$ cat src/rtl/dmem_lsu.sv
// Load/store unit between a single-outstanding core request port and a 16-bit
// big-endian byte-lane data RAM with configurable read latency.
module dmem_lsu #(
    parameter int P_RD_LAT = 1
) (
    input  logic        i_clk,
    input  logic        i_rst_n,
    input  logic        i_req_valid,
    output logic        o_req_ready,
    input  logic        i_req_we,
    input  logic        i_req_size,
    input  logic        i_req_signed,
    input  logic [9:0]  i_req_addr,
    input  logic [15:0] i_req_wdata,
    output logic        o_rsp_valid,
    input  logic        i_rsp_ready,
    output logic [15:0] o_rsp_rdata,
    output logic        o_rsp_err,
    output logic        o_mem_en,
    output logic        o_mem_we_h,
    output logic        o_mem_we_l,
    output logic [9:1]  o_mem_addr,
    output logic [7:0]  o_mem_din_h,
    output logic [7:0]  o_mem_din_l,
    input  logic [7:0]  i_mem_dout_h,
    input  logic [7:0]  i_mem_dout_l,
    output logic [7:0]  o_err_cnt
);

    typedef enum logic [1:0] {
        S_IDLE = 2'd0,
        S_MEM  = 2'd1,
        S_WAIT = 2'd2,
        S_RSP  = 2'd3
    } state_t;

    state_t      state_q;
    logic        req_we_q;
    logic        req_size_q;
    logic        req_signed_q;
    logic        req_lane_q;
    logic [1:0]  lat_cnt_q;
    logic        ready_q;
    logic        mem_en_q;
    logic        mem_we_h_q;
    logic        mem_we_l_q;
    logic [8:0]  mem_addr_q;
    logic [7:0]  mem_din_h_q;
    logic [7:0]  mem_din_l_q;
    logic        rsp_valid_q;
    logic [15:0] rsp_rdata_q;
    logic        rsp_err_q;
    logic [7:0]  err_cnt_q;

    logic        accept_s;
    logic        misaligned_s;
    logic [7:0]  lane_s;
    logic [15:0] load_data_d;

    assign accept_s     = i_req_valid & ready_q;
    assign misaligned_s = i_req_size & i_req_addr[0];

    // Format RAM read data: address bit 0 clear selects the high (big-endian) lane.
    always_comb begin
        lane_s      = 8'h00;
        load_data_d = 16'h0000;
        if (req_size_q) begin
            load_data_d = {i_mem_dout_h, i_mem_dout_l};
        end else begin
            lane_s = req_lane_q ? i_mem_dout_l : i_mem_dout_h;
            if (req_signed_q) begin
                load_data_d = {{8{lane_s[7]}}, lane_s};
            end else begin
                load_data_d = {8'h00, lane_s};
            end
        end
    end

    // Request FSM with all outputs registered.
    always_ff @(posedge i_clk or negedge i_rst_n) begin
        if (!i_rst_n) begin
            state_q      <= S_IDLE;
            req_we_q     <= 1'b0;
            req_size_q   <= 1'b0;
            req_signed_q <= 1'b0;
            req_lane_q   <= 1'b0;
            lat_cnt_q    <= 2'd0;
            ready_q      <= 1'b0;
            mem_en_q     <= 1'b0;
            mem_we_h_q   <= 1'b0;
            mem_we_l_q   <= 1'b0;
            mem_addr_q   <= 9'd0;
            mem_din_h_q  <= 8'h00;
            mem_din_l_q  <= 8'h00;
            rsp_valid_q  <= 1'b0;
            rsp_rdata_q  <= 16'h0000;
            rsp_err_q    <= 1'b0;
            err_cnt_q    <= 8'd0;
        end else begin
            case (state_q)
                S_IDLE: begin
                    ready_q <= 1'b1;
                    if (accept_s) begin
                        ready_q      <= 1'b0;
                        req_we_q     <= i_req_we;
                        req_size_q   <= i_req_size;
                        req_signed_q <= i_req_signed;
                        req_lane_q   <= i_req_addr[0];
                        mem_addr_q   <= i_req_addr[9:1];
                        if (misaligned_s) begin
                            state_q     <= S_RSP;
                            rsp_valid_q <= 1'b1;
                            rsp_err_q   <= 1'b1;
                            rsp_rdata_q <= 16'h0000;
                            if (err_cnt_q != 8'hFF) begin
                                err_cnt_q <= err_cnt_q + 8'd1;
                            end
                        end else begin
                            state_q     <= S_MEM;
                            mem_en_q    <= 1'b1;
                            mem_we_h_q  <= i_req_we & (i_req_size | ~i_req_addr[0]);
                            mem_we_l_q  <= i_req_we & (i_req_size | i_req_addr[0]);
                            // Byte stores replicate onto both lanes; the enables pick one.
                            mem_din_h_q <= i_req_size ? i_req_wdata[15:8] : i_req_wdata[7:0];
                            mem_din_l_q <= i_req_wdata[7:0];
                        end
                    end
                end
                S_MEM: begin
                    mem_en_q   <= 1'b0;
                    mem_we_h_q <= 1'b0;
                    mem_we_l_q <= 1'b0;
                    if (req_we_q) begin
                        state_q     <= S_RSP;
                        rsp_valid_q <= 1'b1;
                        rsp_rdata_q <= 16'h0000;
                        rsp_err_q   <= 1'b0;
                    end else begin
                        state_q   <= S_WAIT;
                        lat_cnt_q <= 2'(P_RD_LAT - 1);
                    end
                end
                S_WAIT: begin
                    if (lat_cnt_q == 2'd0) begin
                        state_q     <= S_RSP;
                        rsp_valid_q <= 1'b1;
                        rsp_rdata_q <= load_data_d;
                        rsp_err_q   <= 1'b0;
                    end else begin
                        lat_cnt_q <= lat_cnt_q - 2'd1;
                    end
                end
                S_RSP: begin
                    if (i_rsp_ready) begin
                        state_q     <= S_IDLE;
                        ready_q     <= 1'b1;
                        rsp_valid_q <= 1'b0;
                        rsp_rdata_q <= 16'h0000;
                        rsp_err_q   <= 1'b0;
                    end
                end
                default: begin
                    state_q     <= S_IDLE;
                    ready_q     <= 1'b0;
                    mem_en_q    <= 1'b0;
                    mem_we_h_q  <= 1'b0;
                    mem_we_l_q  <= 1'b0;
                    rsp_valid_q <= 1'b0;
                end
            endcase
        end
    end

    assign o_req_ready = ready_q;
    assign o_rsp_valid = rsp_valid_q;
    assign o_rsp_rdata = rsp_rdata_q;
    assign o_rsp_err   = rsp_err_q;
    assign o_mem_en    = mem_en_q;
    assign o_mem_we_h  = mem_we_h_q;
    assign o_mem_we_l  = mem_we_l_q;
    assign o_mem_addr  = mem_addr_q;
    assign o_mem_din_h = mem_din_h_q;
    assign o_mem_din_l = mem_din_l_q;
    assign o_err_cnt   = err_cnt_q;

endmodule

$ cat config.mk
export PLATFORM = sky130hd
export DESIGN_NAME = dmem_lsu
export DESIGN_NICKNAME = d
export VERILOG_FILES = /design/src/rtl/dmem_lsu.sv
export SDC_FILE = /design/constraint.sdc
export NUM_CORES = 1
export LEC_CHECK = 0
export ABC_AREA = 1
export BUFFER_PORTS_ARGS = -buffer_cell sky130_fd_sc_hd__buf_2
export CORE_ASPECT_RATIO = 0.6
export CORE_MARGIN = 3
export CORE_UTILIZATION = 40
export CTS_CLUSTER_DIAMETER = 50
export DETAILED_ROUTE_END_ITERATION = 12
export PLACE_DENSITY = 0.66
export SYNTH_ARGS = -nofsm -noshare
export SYNTH_HDL_FRONTEND = slang
export SYNTH_SLANG_ARGS = --single-unit
export TNS_END_PERCENT = 1
$ cat constraint.sdc
create_clock -name i_clk -period 1.95 [get_ports i_clk]
set_input_delay 0.2925 -clock i_clk [delete_from_list [all_inputs] [get_ports i_clk]]
set_output_delay 0.2925 -clock i_clk [all_outputs]
set_load 0.02 [all_outputs]
== Yosys cells after proc, flatten, opt, wreduce, memory -nomap -nowiden ==
Cells that the tools add are included.
Widths: inputs -> output; s select.
Cells by class
  equality and inequality tests: 12
  bitwise gates (word level): 8
  multiply operators: 0
  magnitude comparators: 0
  mux-type cells: 40
  $add $sub $neg: 2
  div/mod/pow operators: 0
  shift operators: 0
  reductions and logical operators: 13
Operators by type and width (count)
  $mux 16: 7
  $pmux 16 s4: 1
  $mux 1: 16
  $mux 8: 2
  $ne 2x2->1 const B: 8
  $mux 2: 6
  $reduce_and 3->1: 4
  $add 8x1->8 const B: 1
  $ne 8x8->1 const B: 1
  $pmux 1 s2: 4
  $pmux 1 s4: 2
  $pmux 2 s4: 1
  $reduce_bool 2->1: 3
  $reduce_and 5->1: 1
  $and 1x1->1: 4
  $eq 2x2->1 const B: 2
  $logic_not 2->1: 2
  $pmux 2 s2: 1
  $reduce_and 2->1: 2
  $reduce_and 4->1: 1
  $eq 2x1->1 const B: 1
  $not 1->1: 2
  $or 1x1->1: 2
  $sub 2x1->2 const B: 1
Storage, ports and cells
  register bits: 63
  bits in read-only memories: 0
  memory bits (writable): 0
  latch bits: 0
  memories kept: 0
  word-level logic and storage cells: 92
  output and inout bits: 55

== Logic depth before layout (Yosys ltp) ==
  depth after elaboration: 6
  mapped depth: 10
  depth with buffers taken out: 9

== Worst setup path before layout ==
No wires, ideal clock.
  path type: flip-flop to flip-flop
  start: reg state_q[0]
  end: reg rsp_rdata_q[14], in the netlist o_rsp_rdata[14]
  path slack: 0.453 ns
  required time: 1.834 ns
  clock period less this slack: 1.497 ns
  arrival time: 1.380 ns
  path buffers: 1
  library setup time: 0.116 ns
  stages on the path, launching flop included: 10
  path through: dfrtp_1 inv_1 ha_1 nand2_1 nand3_4 nor2_8 inv_4 buf_6 nand2_1 nand2_1
Between the ends
  word-level cells in the longest chain between the ends: 3
Ends and longest elaborated chain
  from (decl): line 37  | state_t state_q;
  from (signal assigned): line 82  | state_q <= S_IDLE;
  from (signal assigned): line 111  | state_q <= S_RSP;
  from (signal assigned): line 119  | state_q <= S_MEM;
  $eq 2x1->1 (tied with other cells): line 100  | case (state_q)
  $ne 2x2->1 (no source line)
  $reduce_and 5->1 (no source line)
  to (signal assigned): line 147  | rsp_rdata_q <= load_data_d;
  to (decl): line 51  | logic [15:0] rsp_rdata_q;
Several ways; a longest one is shown, not always the timed one.
A chain may end at the register's enable or synchronous reset.

== Final worst setup path ==
  start: reg state_q[0]
  end: reg mem_we_l_q, in the netlist o_mem_we_l
Between the ends
  word-level cells in the longest chain between the ends: 3
Ends and longest elaborated chain
  $eq 2x1->1 / $logic_not 2->1 (equally long branches): line 100
  $reduce_bool 2->1 (no source line) / $ne 2x2->1 (equally long branches)
  $reduce_and 3->1 (no source line)
  to (signal assigned): line 122  | mem_we_l_q <= i_req_we & (i_req_size | i_req_addr[0]);
  to (decl): line 46  | logic mem_we_l_q;
Several ways; a longest one is shown, not always the timed one.

==> results.yml <==
logic_synthesis:
  yosysUniqueCellTypes: 28
  yosys.area.top_type: "dfrtp_1"
  synth-seq-cells: 63
  synth_top_area_share_pct: 51.8
  synthTopCellsByArea: "dfrtp_1, nand2_1, nor2_1"
  synth_area_sq_mm: 0.00304
  ys.flop_type: "dfrtp_1"
  syn_avg_cell_area_sq_um: 7.73
  async_reset_ff_share_pct: 100
  syn-instance-count: 394
  syn_nets: 450
  synth_edf_count: 0
  synth_commonest_cells: "nand2_1, dfrtp_1, nor2_1, inv_1, o21ai_0"
  yosysSeqAreaShare_pct: 51.8
  yosysMostFrequentCell: "nand2_1"
  synth_warnings: 0
timing:
  max_slew_margin_pct: 70.8
  setup_viol: 0
  slew_violations: 0
  timing.hold.ws_ns: 0.173
  rsz0062_at_grt: "no"
  finalCritPeriodShare_pct: 87.8
  fmax_ghz: 0.584
  report.final.hold_viol_count: 0
  worst_pin_slew_ns: 0.434
  fin_setup_tns_ns: 0
  finalClockSkew_ns: 0.00431
  period_minus_slack_ns: 1.71
detailed_routing:
  drtPass1Iterations: 4
  drt_iter0_drc: 186
  vias_per_cell: 4.64
  ant_nets: 0
  wirelength_um: 7730
  dr_total_vias: 2851
  wl_per_cell_um: 12.6
  drc: 0
finish:
  finish.utilization_pct: 56.9
  fill_cells: 698
  syn_to_final_growth_pct: 31.2
  design_area_sq_mm: 0.00399
  drive_gt1_share_pct: 26.1
  antenna_cells: 0
  nets: 565
place:
  io_buffers: 103
  placed_cell_area_sq_mm: 0.00371
  gp_congestion: 0.881
  post-dp-hpwl_um: 5740
clock_tree:
  clk_pin_slew_ns: 0.05
  cts_hold_buf: 1
  cts_resized: 0
  cts_setup_buffers: 0
  cts_tree: "yes"
  cts_buffer_depth: 2
  htreeDepth: 3
  clock_latency_ns: 0.32
  root_buffer: "clkbuf_16"
  clock-sinks: 63
  numCtsBuffers: 9
worst_hold_path:
  hp-start: "i_req_addr[4]"
  worstHoldEndpoint: "o_mem_addr[4]$_DFFE_PN0P_"
  hold_path.class: "in2reg"
  worstHoldPathCells: 3
pwr:
  p_sw_mw: 2.83
  p_sw_share_pct: 43.3
  p_clk_share_pct: 22.1
  p_comb_share_pct: 44.6
  power_density_mw_per_mm2: 1640
  p_int_mw: 3.71
  ir_drop_mv: 0.764
  seqPwrFrac_pct: 33.3
  total_leakage_power_nw: 2.32
  power_mw: 6.54
worst_setup_path:
  critPathMaxStageDelay_ns: 0.41
  crit_fanout: 5
  worstPathArrival_ns: 1.89
  timing.rr.start: "state_q[0]$_DFFE_PN0P_"
  required_ns: 2.13
  reg2regPathDepth: 7
  start_kind: "register"
  reg2reg_setup_slack_ns: 0.24
  crit_family: "flip-flops"
  cp_slowest_cell: "dfrtp_1"
  crit_chain: "inv_1, ha_1, inv_1, nor2_1, nand2_1, o21ai_0, o21ai_0"
  critPathBufInv: 2
  path_class: "reg2reg"
  rr_endpoint: "o_mem_we_l$_DFFE_PN0P_"
  end_kind: "register"
job:
  max_cap_violations: 0
global_route:
  globalRouteOverflowTotal: 0
  grt_antenna_before_repair: 0
  grt_max_degree: 64
  grt_pass1_wl_um: 13400
  grt_pass1_vias: 2849
  grt_usage_pct: 19.3
floorplan:
  initial_utilization_pct: 43.4
  num_rows: 23
  coreArea_sq_mm: 0.00702
  die_height_um: 73.6
  io_pins: 104
  die-area_sq_mm: 0.00873
  die_w_um: 119
outcome:
  status: "complete, no violations"
-- worst max path at each step --
stage	to	slack, ns	start	cells past startpoint
4_1_cts	o_mem_we_l$_DFFE_PN0P_	0.24	state_q[0]$_DFFE_PN0P_	7
3_5_place_dp	o_mem_we_l$_DFFE_PN0P_	0.29	state_q[0]$_DFFE_PN0P_	7
2_1_floorplan	o_rsp_rdata[14]$_DFFE_PN0P_	0.45	state_q[0]$_DFFE_PN0P_	9
5_1_grt	o_mem_we_l$_DFFE_PN0P_	0.06	state_q[0]$_DFFE_PN0P_	7
6_report	o_mem_we_l$_DFFE_PN0P_	0.24	state_q[0]$_DFFE_PN0P_	7
3_3_place_gp	o_mem_en$_DFFE_PN0P_	0.32	state_q[0]$_DFFE_PN0P_	8
-- registers in the layout, indices dropped and copies added, names as in the netlist, 2 cells and up --
register	count
o_rsp_rdata	16
o_mem_addr	9
o_err_cnt	8
o_mem_din_h	8
o_mem_din_l	8
lat_cnt_q	2
state_q	2
-- metrics by stage --
stage,setup slack (ns),std cells
floorplan,0.453,394
global route,0.0644,614
global placement,0.316,597
CTS,0.237,614
detailed placement,0.286,597
finish,0.237,614
-- power groups by stage --
stage	Clock [mW]	Combinational (mW)	Sequential [mW]
global placement	0	2.91	2.17
detailed placement	0	2.94	2.18
global route	1.56	3.30	2.24
finish	1.45	2.92	2.18
floorplan	0	1.41	2.75
CTS	1.50	2.95	2.17
-- routing by layer --
layer	vias up	global-route usage, %	wire length, um
met5	-	0	0
met4	0	5.26	71
met3	7	6.38	482
met2	67	30.0	3310
met1	1326	26.1	3870
li1	1451	-	-
-- placed cells by master, fill, tap and decap left out, drive strengths merged --
| master | netlist | routed |
|---|---|---|
| dfrtp | 63 | 63 |
| nand3 | 6 | 6 |
| a21oi | 10 | 10 |
| o21bai | 1 | 1 |
| a31oi | 8 | 8 |
| ha | 7 | 7 |
| nand4 | 3 | 3 |
| dlygate4sd3 | 0 | 1 |
| nand2 | 202 | 202 |
| nor3 | 2 | 2 |
| inv | 31 | 31 |
| clkbuf | 1 | 12 |
| o21ai | 13 | 13 |
| clkinv | 2 | 6 |
| xnor2 | 1 | 1 |
| o21a | 1 | 1 |
| o22ai | 1 | 1 |
| buf | 5 | 109 |
| nor2 | 35 | 35 |
| xor2 | 2 | 2 |
-- cell type report --
cell class              instances  area, sq um  share of cell area [%]
clock buffers                  12          256                    6.42
clock inverters                 4         20.0                   0.501
inverters                      33          126                    3.16
multi-input cells             292         1310                    32.7
flip-flops and latches         63         1580                    39.5
well taps                     100          125                    3.13
repair buffers                110          583                    14.6
-- worst register-to-register path, cell delays in order, from the launching register on --
cell,delay [ns]
dfrtp_1,0.41
inv_1,0.14
ha_1,0.26
inv_1,0.06
nor2_1,0.27
nand2_1,0.08
o21ai_0,0.19
o21ai_0,0.16
-- kinds of logic after synthesis --
group           after synthesis  share of synthesized area (%)
flops                        63                           51.8
simple gates                248                           33.0
compound gates               34                           6.12
xor+xnor                      3                          0.863
buf+inv                      39                           5.30
fa+ha+maj                     7                           2.88
(Power assumes the default switching activity.)
